$ cat config.mk
export PLATFORM = sky130hd
export DESIGN_NAME = snake_turn_ctrl_flat
export DESIGN_NICKNAME = d
export VERILOG_FILES = /design/src/rtl/snake_turn_ctrl_pkg.sv /design/src/rtl/snake_turn_ctrl_if.sv /design/src/rtl/snake_dice_counter.sv /design/src/rtl/snake_turn_ctrl.sv /design/src/flat_wrapper.sv
export SDC_FILE = /design/constraint.sdc
export NUM_CORES = 1
export LEC_CHECK = 0
export ABC_AREA = 0
export CAP_MARGIN = 20
export CORE_MARGIN = 2
export CORE_UTILIZATION = 25
export CTS_CLUSTER_SIZE = 30
export DETAILED_ROUTE_END_ITERATION = 8
export GPL_TIMING_DRIVEN = 0
export PLACE_DENSITY = 0.52
export SYNTH_ARGS = -nofsm -noshare
export SYNTH_HDL_FRONTEND = slang
export SYNTH_SLANG_ARGS = --single-unit
$ cat constraint.sdc
create_clock -name clk -period 5.92 [get_ports clk]
set_clock_uncertainty 0.15 [all_clocks]
set_input_delay 1.776 -clock clk [delete_from_list [all_inputs] [get_ports clk]]
set_output_delay 1.776 -clock clk [all_outputs]
set_load 0.02 [all_outputs]
$ cat src/rtl/snake_turn_ctrl_pkg.sv
// Shared types and constants for the snake turn controller and its dice counter.
// Board geometry, dice range and the turn FSM encoding live here.
package snake_turn_ctrl_pkg;

    localparam int POS_W  = 7;
    localparam int DICE_W = 3;

    localparam logic [POS_W-1:0]  BOARD_MAX = 7'd100;
    localparam logic [DICE_W-1:0] DICE_MAX  = 3'd6;

    typedef enum logic [2:0] {
        IDLE    = 3'd0,
        ISSUE   = 3'd1,
        CAPTURE = 3'd2,
        UPDATE  = 3'd3,
        WIN     = 3'd4
    } state_t;

    // Position 0 is off-board, so only 1..BOARD_MAX is a legal resolved square.
    function automatic logic pos_in_range(input logic [POS_W-1:0] p);
        return (p != '0) && (p <= BOARD_MAX);
    endfunction

    function automatic logic [1:0] next_player(input logic [1:0] cur, input int num_players);
        return (cur == 2'(num_players - 1)) ? 2'd0 : cur + 2'd1;
    endfunction

endpackage

$ cat src/rtl/snake_turn_ctrl_if.sv
// Move-stage link: the controller presents a move, the combinational stage
// answers with the resolved square in the same cycle.
interface snake_turn_ctrl_if;
    import snake_turn_ctrl_pkg::*;

    // mv_valid qualifies mv_position/mv_dice; there is no ready, the stage is
    // combinational and mv_new_position is only meaningful while mv_valid=1.
    logic [POS_W-1:0]  mv_position;
    logic [DICE_W-1:0] mv_dice;
    logic              mv_valid;
    logic [POS_W-1:0]  mv_new_position;

    modport master (
        output mv_position,
        output mv_dice,
        output mv_valid,
        input  mv_new_position
    );

    modport slave (
        input  mv_position,
        input  mv_dice,
        input  mv_valid,
        output mv_new_position
    );

endinterface

$ cat src/rtl/snake_dice_counter.sv
// Free-running dice: steps 1..DICE_MAX every clock, wrapping back to 1.
module snake_dice_counter
    import snake_turn_ctrl_pkg::*;
(
    input  logic              clk,
    input  logic              rst_n,
    output logic [DICE_W-1:0] value
);

    always_ff @(posedge clk or negedge rst_n) begin
        if (!rst_n) begin
            value <= 3'd1;
        end else if (value == DICE_MAX) begin
            value <= 3'd1;
        end else begin
            value <= value + 3'd1;
        end
    end

endmodule

$ cat src/rtl/snake_turn_ctrl.sv
// Turn controller: takes a roll, presents the move to the move stage, captures
// the resolved square and advances the player rotation until someone wins.
module snake_turn_ctrl
    import snake_turn_ctrl_pkg::*;
#(
    parameter int NUM_PLAYERS   = 2,
    parameter int SETTLE_CYCLES = 1
) (
    input  logic              clk,
    input  logic              rst_n,
    input  logic              roll_req,
    input  logic              new_game,
    input  logic              dice_force_en,
    input  logic [DICE_W-1:0] dice_force_val,
    snake_turn_ctrl_if.master mv,
    output logic [1:0]        cur_player,
    output logic [DICE_W-1:0] last_dice,
    output logic              busy,
    output logic              game_over,
    output logic [1:0]        winner,
    output logic              err,
    output state_t            state
);

    localparam logic [1:0] SETTLE_LAST = 2'(SETTLE_CYCLES - 1);

    logic [DICE_W-1:0] dice_value;
    logic [DICE_W-1:0] roll_val;
    logic [1:0]        settle_cnt;
    logic [POS_W-1:0]  pos [4];

    snake_dice_counter u_dice (
        .clk   (clk),
        .rst_n (rst_n),
        .value (dice_value)
    );

    assign roll_val = dice_force_en ? dice_force_val : dice_value;

    // Single FSM; every output is a register so nothing glitches toward the move stage.
    always_ff @(posedge clk or negedge rst_n) begin
        if (!rst_n) begin
            state          <= IDLE;
            settle_cnt     <= '0;
            for (int i = 0; i < 4; i++) pos[i] <= '0;
            mv.mv_valid    <= 1'b0;
            mv.mv_position <= '0;
            mv.mv_dice     <= '0;
            cur_player     <= '0;
            last_dice      <= '0;
            busy           <= 1'b0;
            game_over      <= 1'b0;
            winner         <= '0;
            err            <= 1'b0;
        end else if (new_game) begin
            state          <= IDLE;
            settle_cnt     <= '0;
            for (int i = 0; i < 4; i++) pos[i] <= '0;
            mv.mv_valid    <= 1'b0;
            mv.mv_position <= '0;
            mv.mv_dice     <= '0;
            cur_player     <= '0;
            last_dice      <= '0;
            busy           <= 1'b0;
            game_over      <= 1'b0;
            winner         <= '0;
            err            <= 1'b0;
        end else begin
            case (state)
                IDLE: begin
                    if (roll_req) begin
                        last_dice      <= roll_val;
                        mv.mv_valid    <= 1'b1;
                        mv.mv_position <= pos[cur_player];
                        mv.mv_dice     <= roll_val;
                        busy           <= 1'b1;
                        settle_cnt     <= '0;
                        state          <= ISSUE;
                    end
                end
                ISSUE: begin
                    if (settle_cnt == SETTLE_LAST) begin
                        state <= CAPTURE;
                    end else begin
                        settle_cnt <= settle_cnt + 2'd1;
                    end
                end
                CAPTURE: begin
                    // An out-of-board answer leaves the player where they were.
                    if (pos_in_range(mv.mv_new_position)) begin
                        pos[cur_player] <= mv.mv_new_position;
                    end else begin
                        err <= 1'b1;
                    end
                    mv.mv_valid    <= 1'b0;
                    mv.mv_position <= '0;
                    mv.mv_dice     <= '0;
                    state          <= UPDATE;
                end
                UPDATE: begin
                    busy <= 1'b0;
                    if (pos[cur_player] == BOARD_MAX) begin
                        winner    <= cur_player;
                        game_over <= 1'b1;
                        state     <= WIN;
                    end else begin
                        if (last_dice != DICE_MAX) begin
                            cur_player <= next_player(cur_player, NUM_PLAYERS);
                        end
                        state <= IDLE;
                    end
                end
                WIN: begin
                    state <= WIN;
                end
                default: begin
                    state <= IDLE;
                end
            endcase
        end
    end

endmodule

$ cat src/flat_wrapper.sv
// flat-port wrapper written by rule: the top's interface ports become plain ports
module snake_turn_ctrl_flat import snake_turn_ctrl_pkg::*;
#(
    parameter int NUM_PLAYERS   = 2,
    parameter int SETTLE_CYCLES = 1
)
  (clk, rst_n, roll_req, new_game, dice_force_en, dice_force_val, cur_player, last_dice, busy, game_over, winner, err, state, mv_mv_position, mv_mv_dice, mv_mv_valid, mv_mv_new_position);
  snake_turn_ctrl_if mv_i ();
  input  logic clk;
  input  logic rst_n;
  input  logic roll_req;
  input  logic new_game;
  input  logic dice_force_en;
  input  logic [DICE_W-1:0] dice_force_val;
  output logic [1:0] cur_player;
  output logic [DICE_W-1:0] last_dice;
  output logic busy;
  output logic game_over;
  output logic [1:0] winner;
  output logic err;
  output state_t state;
  output wire logic [$bits(mv_i.mv_position)-1:0] mv_mv_position;
  output wire logic [$bits(mv_i.mv_dice)-1:0] mv_mv_dice;
  output wire logic [$bits(mv_i.mv_valid)-1:0] mv_mv_valid;
  input wire logic [$bits(mv_i.mv_new_position)-1:0] mv_mv_new_position;
  assign mv_mv_position = mv_i.mv_position;
  assign mv_mv_dice = mv_i.mv_dice;
  assign mv_mv_valid = mv_i.mv_valid;
  assign mv_i.mv_new_position = mv_mv_new_position;
  snake_turn_ctrl #(.NUM_PLAYERS(NUM_PLAYERS), .SETTLE_CYCLES(SETTLE_CYCLES)) u_core (.clk(clk), .rst_n(rst_n), .roll_req(roll_req), .new_game(new_game), .dice_force_en(dice_force_en), .dice_force_val(dice_force_val), .mv(mv_i), .cur_player(cur_player), .last_dice(last_dice), .busy(busy), .game_over(game_over), .winner(winner), .err(err), .state(state));
endmodule
Word-level counts from Yosys, hierarchy flattened. Index checks and enable logic that the tools add are counted.

Latch bits: 0. RAM bits: 0. Logic and storage cells: 107. Memories kept: 0. Flip-flop bits (word level): 57. ROM bits: 0.

Add/subtract/negate cells: 3. Eq/ne operators: 13. Mux-type cells: 47. Bitwise gates (word level): 1. Reduce and logical (&&, ||, !) cells: 24. Divide/modulo/power cells: 0. Magnitude comparators: 3. Multipliers: 0. Shifts and indexed selects: 0.

Operators by type and width (count): $mux 28 (3); $mux 7 (5); $mux 3 (10); $bwmux 28 (1); $mux 2 (11); $pmux 3 s5 (1); $bmux 7 s2 (1); $demux 7 s2 (1); $pmux 7 s2 (1); $reduce_and 2->1 (7); $reduce_bool 2->1 (7); $mux 1 (9); $ne 3x3->1 const B (3); $reduce_bool 3->1 (3); $eq 7x7->1 const B (1); $le 7x7->1 const B (1); $reduce_bool 7->1 (1); $eq 3x2->1 const B (2); $eq 3x3->1 const B (2); $pmux 3 s2 (1); $reduce_and 3->1 (2); $add 2x1->2 const B (2); $ne 2x2->1 const B (2); $pmux 1 s2 (2); other kinds (11) (12).

Longest topological paths before layout.
Depth in word-level cells: 9. Gate-level depth with buffers: 6. Gate-level depth less buffers: 5.

By module. Synthesis repeated with hierarchy kept, for this count alone.

Cells, all modules: 248. Area, all modules: 2886.5 um^2.

By module, submodules not included: snake_turn_ctrl (area each 2773.9 um^2, seq. area each 1351.3 um^2, cells each 240, times used 1); snake_dice_counter (area each 112.6 um^2, seq. area each 76.3 um^2, cells each 8, times used 1).

Worst setup path before layout. OpenSTA, ideal clock, no wires.

Path type: input-to-reg. Start: input port mv_mv_new_position[1]. End: register u_core.pos[0] (netlist name). Required time: 5691 ps. Data arrival time: 3072 ps. Stages on the path: 5. Slack: 2619 ps. Library setup time: 79 ps. Path through: o21a_1 -> o311ai_1 -> and3_1 -> buf_2 -> mux2i_1.

Cells in the longest elaborated chain, start to end: 4. Elaborated cells between the ends (all ways): 5. Classes of those cells: order compare (1); reduce/logical (4).

RTL lines: from (decl) (RTL line flat_wrapper.sv:25) `input wire logic [$bits(mv_i.mv_new_position)-1:0] mv_mv_new_position;`; $le 7x7->1 / $reduce_bool 7->1 (equally long branches) (RTL line snake_turn_ctrl_pkg.sv:21) `return (p != '0) && (p <= BOARD_MAX);`; $logic_and 1x1->1 (*) (RTL line snake_turn_ctrl_pkg.sv:21); $reduce_bool 2->1 (no line) (*); $reduce_and 2->1 (no line) (*); to (signal, indexed assignment) (RTL line snake_turn_ctrl.sv:91) `pos[cur_player] <= mv.mv_new_position;`; to (decl) (RTL line snake_turn_ctrl.sv:30) `logic [POS_W-1:0] pos [4];`.

Mark *: on every way between the ends. The rest lies on a longest branch, timed or not. A chain may end at the register's enable or synchronous reset.

Final worst setup path.
Start: input port mv_mv_new_position[1]. End: register u_core.pos[12] (netlist name).

Same word-level chain as after synthesis.

==> run summary <==
The flow ran to the end, and the final reports show no timing, DRC or antenna violations. The beginning of the worst hold path is u_core.mv.mv_valid. At the later pin of the worst-skew pair, clock insertion delay measures around 0.32 ns. The total congestion overflow after global routing came out at 0. Summed over all cells, the static leakage comes to 1.78 nW. The buffer and inverter count on the worst path came out at 1. The buffer type at the clock tree root is sky130_fd_sc_hd__clkbuf_16. The post-synthesis sequential element count came out at between 50 and 60.

For this run, the post-layout net count is ~300. The post-synthesis cell area came out at approximately 2900 um^2. The arrival time of data at the critical path endpoint is around 3.9 ns. The number of input and output port buffers inserted came out at 38. TritonCTS built the clock tree. By startpoint and endpoint, the worst setup path is classified as in2reg. The clock period could shrink to just under 4 ns. The highest ir drop seen on vdd is 0.114 mV. The count of standard-cell rows is 39. The number of standard cells after synthesis came out at ~240. The count of nets left with antenna violations once routing finished came out at 0. Power comes to just over 1 mW.

Once detailed placement completed, the half-perimeter wirelength came to around 4700 um. For this design the ratio of total power to cell area is approximately 270 nW/um^2. The detailed-route wire length per cell is around 15 um. The H-tree generated during clock tree synthesis spans 3 levels.

The CTS clock-pin slew for the worst setup and hold paths came out at ~0.05 ns. The fraction of final layout cells sized beyond drive strength 1 came out at 0.114. The mean post-synth cell area is about 12 um^2.

The clock sink count came out at 57. By area, the combinational part of the netlist is dominated by simple AND/OR/NAND/NOR gates. In this run the tightest slew margin relative to its limit is 0.438. The number of top-level pins is 39. The max-slew violation total from the final report came out at 0. Setup violations remaining at the end of the flow were counted as 0.

The library cell used most frequently in the layout, excluding fill and tap cells, is sky130_fd_sc_hd__dfrtp_1. The largest net degree at the start of global routing came out at 35. Compared with the post-synthesis result, the final layout area differs by 30.5%. The worst setup path is captured at a flop. Of the total power, the share spent switching nets is 0.224. The multiplexer share of the synthesized area is 0.189. The final hold violation count is 0. The area fraction in and, or, nand and nor cells after synthesis came out at 0.189. The number of gates resized after CTS is 0. The signal on the critical path passes through clkdlybuf4s50_1 > o21a_1 > o311ai_1 > nand4_2 > mux2i_1. The final cell utilization of the core is 0.330. The worst reg2reg path depth came out at 6. The count of unresolved DRC violations after routing is 0. In the routed layout, each cell is associated on average with a via count of around 4.6. The global-route wire length before repair came out at around 11000 um.

The slew at the pin closest to its max-slew limit is a little over 0.8 ns. The vertical extent of the die is 111 um. The maximum root-to-sink buffer count came out at 2. The worst hold-check slack came out at approximately 0.32 ns. The DRC violation total after the first TritonRoute iteration came out at 89.

The top cell type by total area after synthesis is sky130_fd_sc_hd__dfrtp_1. The post-cts hold buffer count is 0. After synthesis, the cell types taking the most area are sky130_fd_sc_hd__dfrtp_1, sky130_fd_sc_hd__mux2i_1, sky130_fd_sc_hd__nand2b_1. The worst hold path belongs to the class reg2reg. The kind of cell with the highest combined delay along the critical path is compound AO/OA/AOI/OAI gates. The compound-gate portion of the synthesized area is 0.0842. In the finished design, the share of the clock period the worst path needs comes to 0.651. The via count of the first global-routing pass is slightly above 2000. The setup fix buffers added after clock tree synthesis is 0. In the global route stage, overall resource usage came out at 0.115. The placer's final routability congestion estimate came out at ~0.8. The predominant post-synthesis flop cell is sky130_fd_sc_hd__dfrtp_1. Of the total synthesized cell area, the portion taken by XOR and XNOR cells is 0. The post-detailed-routing wire length is 6680 um. The count of TritonRoute iterations in the first routing pass came out at 5.

For this design the total switching power over the nets is 0.228 mW. The worst path required time came out at ~6 ns. Of the total synthesized cell area, the portion taken by full adders, half adders and majority gates is 0.00439. The total of max-cap violations came out at 0.

The worst hold path terminates at u_core.mv.mv_valid. Of the synthesized area, sequential elements account for 0.500. The power share of the clock group is 0.500. In this run, distinct cell masters in the synthesized netlist total 45. Counting every net in the synthesized netlist gives about 250. Summing over every cut layer, the via total after detailed routing is between 2000 and 2500. The number of synthesis warnings came out at 0. The initial antenna violation count came out at 0. The sequential power share is 0.398. The core area is 11300 um^2. The fraction of synthesis flops using an asynchronous set or reset pin is 1.00. The internal power summed over all cells came out at 0.790 mW.

For this design, the slowest cell found on the critical path is sky130_fd_sc_hd__o311ai_1. In this run the critical register-to-register path is captured at u_core.pos[5]. The setup check on the worst reg-to-reg path leaves a slack of 3.52 ns.

The critical path launch point type is an input pin. The highest achievable clock rate is ~260 MHz. The share of total power dissipated in combinational logic is 0.102.

For the final routed database, the setup TNS stands at 0 ns. The die covers ~12000 um^2. The floorplan die width is around 110 um. The launching point of the worst reg2reg path is u_core.state[0]. Counting instances, the worst hold path has a depth of 1. Setup repair after global routing left no endpoint under its margin. In the layout the commonest cells are sky130_fd_sc_hd__dfrtp_1, sky130_fd_sc_hd__nand2b_1, sky130_fd_sc_hd__clkdlybuf4s50_1. The initial cell density of the core is 0.253. TritonCTS created 9 clock buffers. Counting flops with a built-in enable in the synthesized netlist gives 0. The maximum fanout along the worst path is 7. The total inserted antenna cells is 0. The critical path starts at mv_mv_new_position[1].

The share of synthesized area in the top cell type comes to 0.491. The maximum cell stage delay along the critical path came out at approximately 0.69 ns.
layout make-up:
| class | instances | area (um^2) |
|---|---|---|
| sequential | 57 | 1430 |
| clock inverter | 3 | 40.0 |
| timing repair buffer | 39 | 395 |
| buffer | 14 | 73.8 |
| fill | 1144 | 7550 |
| tap | 143 | 179 |
| multi-input combinational | 159 | 1330 |
| inverter | 6 | 22.5 |
| clock buffer | 12 | 256 |
synthesized netlist by cell type, types with 2 or more instances:
| cell type | count |
|---|---|
| sky130_fd_sc_hd__nor3_1 | 2 |
| sky130_fd_sc_hd__a21boi_0 | 2 |
| sky130_fd_sc_hd__nor2_1 | 11 |
| sky130_fd_sc_hd__mux2i_1 | 35 |
| sky130_fd_sc_hd__nand4_2 | 3 |
| sky130_fd_sc_hd__a21o_1 | 7 |
| sky130_fd_sc_hd__a22o_1 | 7 |
| sky130_fd_sc_hd__buf_2 | 2 |
| sky130_fd_sc_hd__inv_1 | 6 |
| sky130_fd_sc_hd__nor4_1 | 3 |
| sky130_fd_sc_hd__and3_1 | 3 |
| sky130_fd_sc_hd__dfrtp_1 | 56 |
| sky130_fd_sc_hd__a31oi_1 | 2 |
| sky130_fd_sc_hd__nand2_1 | 4 |
| sky130_fd_sc_hd__mux4_2 | 2 |
| sky130_fd_sc_hd__a21oi_1 | 2 |
| sky130_fd_sc_hd__nand3b_1 | 3 |
| sky130_fd_sc_hd__o21ai_0 | 3 |
| sky130_fd_sc_hd__nand2b_1 | 43 |
| sky130_fd_sc_hd__mux4_1 | 5 |
| sky130_fd_sc_hd__nand3_1 | 2 |
| sky130_fd_sc_hd__clkbuf_1 | 10 |
worst reg2reg max path, cell delays in order, from the launching register on:
cell                       delay [ns]
sky130_fd_sc_hd__dfrtp_1         0.37
sky130_fd_sc_hd__clkbuf_1        0.21
sky130_fd_sc_hd__nor3b_1         0.73
sky130_fd_sc_hd__and3_1          0.25
sky130_fd_sc_hd__and3_1          0.14
sky130_fd_sc_hd__buf_2           0.26
sky130_fd_sc_hd__mux2i_1         0.22
power by group through the flow:
| stage | Clock (mW) | Sequential [mW] | Combinational, mW |
|---|---|---|---|
| floorplan | 0 | 0.419 | 0.0470 |
| global placement | 0 | 0.411 | 0.104 |
| detailed placement | 0 | 0.412 | 0.105 |
| CTS | 0.524 | 0.405 | 0.105 |
| global route | 0.538 | 0.406 | 0.114 |
| finish | 0.509 | 0.405 | 0.104 |
per-layer routing:
layer	track usage	vias to the layer above	routed length, um
li1	-	953	-
met4	0.0400	0	26
met5	0	-	0
met2	0.165	59	2950
met1	0.166	993	3420
met3	0.0290	2	279
cell families after synthesis:
group	Yosys count
AND/OR/NAND/NOR	84
flip-flops	57
multiplexers	43
AO/OA/AOI/OAI	31
buffers and inverters	20
adder cells (fa/ha/maj)	1
stage by stage:
step / instances / instance area (um^2) / setup WS [ns]
after floorplan: 236 / 2850 / 2.62
after global placement: 417 / 3410 / 1.01
after detailed placement: 418 / 3430 / 1.75
after CTS: 433 / 3720 / 2.06
after global routing: 433 / 3720 / 1.83
final: 433 / 3720 / 2.06
worst max-delay path by stage:
stage / to / cells past startpoint
floorplan: u_core.pos[0] / 5
global placement: u_core.pos[21] / 1
detailed placement: u_core.pos[26] / 5
CTS: u_core.pos[26] / 5
global route: u_core.pos[23] / 5
finish: u_core.pos[12] / 5
flip-flops by register name, summed over array words and instances (netlist names), 2 cells and up:
signal / flops
u_core.mv.mv_dice: 3
u_core.state: 3
u_core.winner: 2
u_core.u_dice.value: 3
u_core.settle_cnt: 2
u_core.pos: 28
u_core.last_dice: 3
u_core.cur_player: 2
u_core.mv.mv_position: 7
No activity file was read; power rests on OpenSTA's default activity.
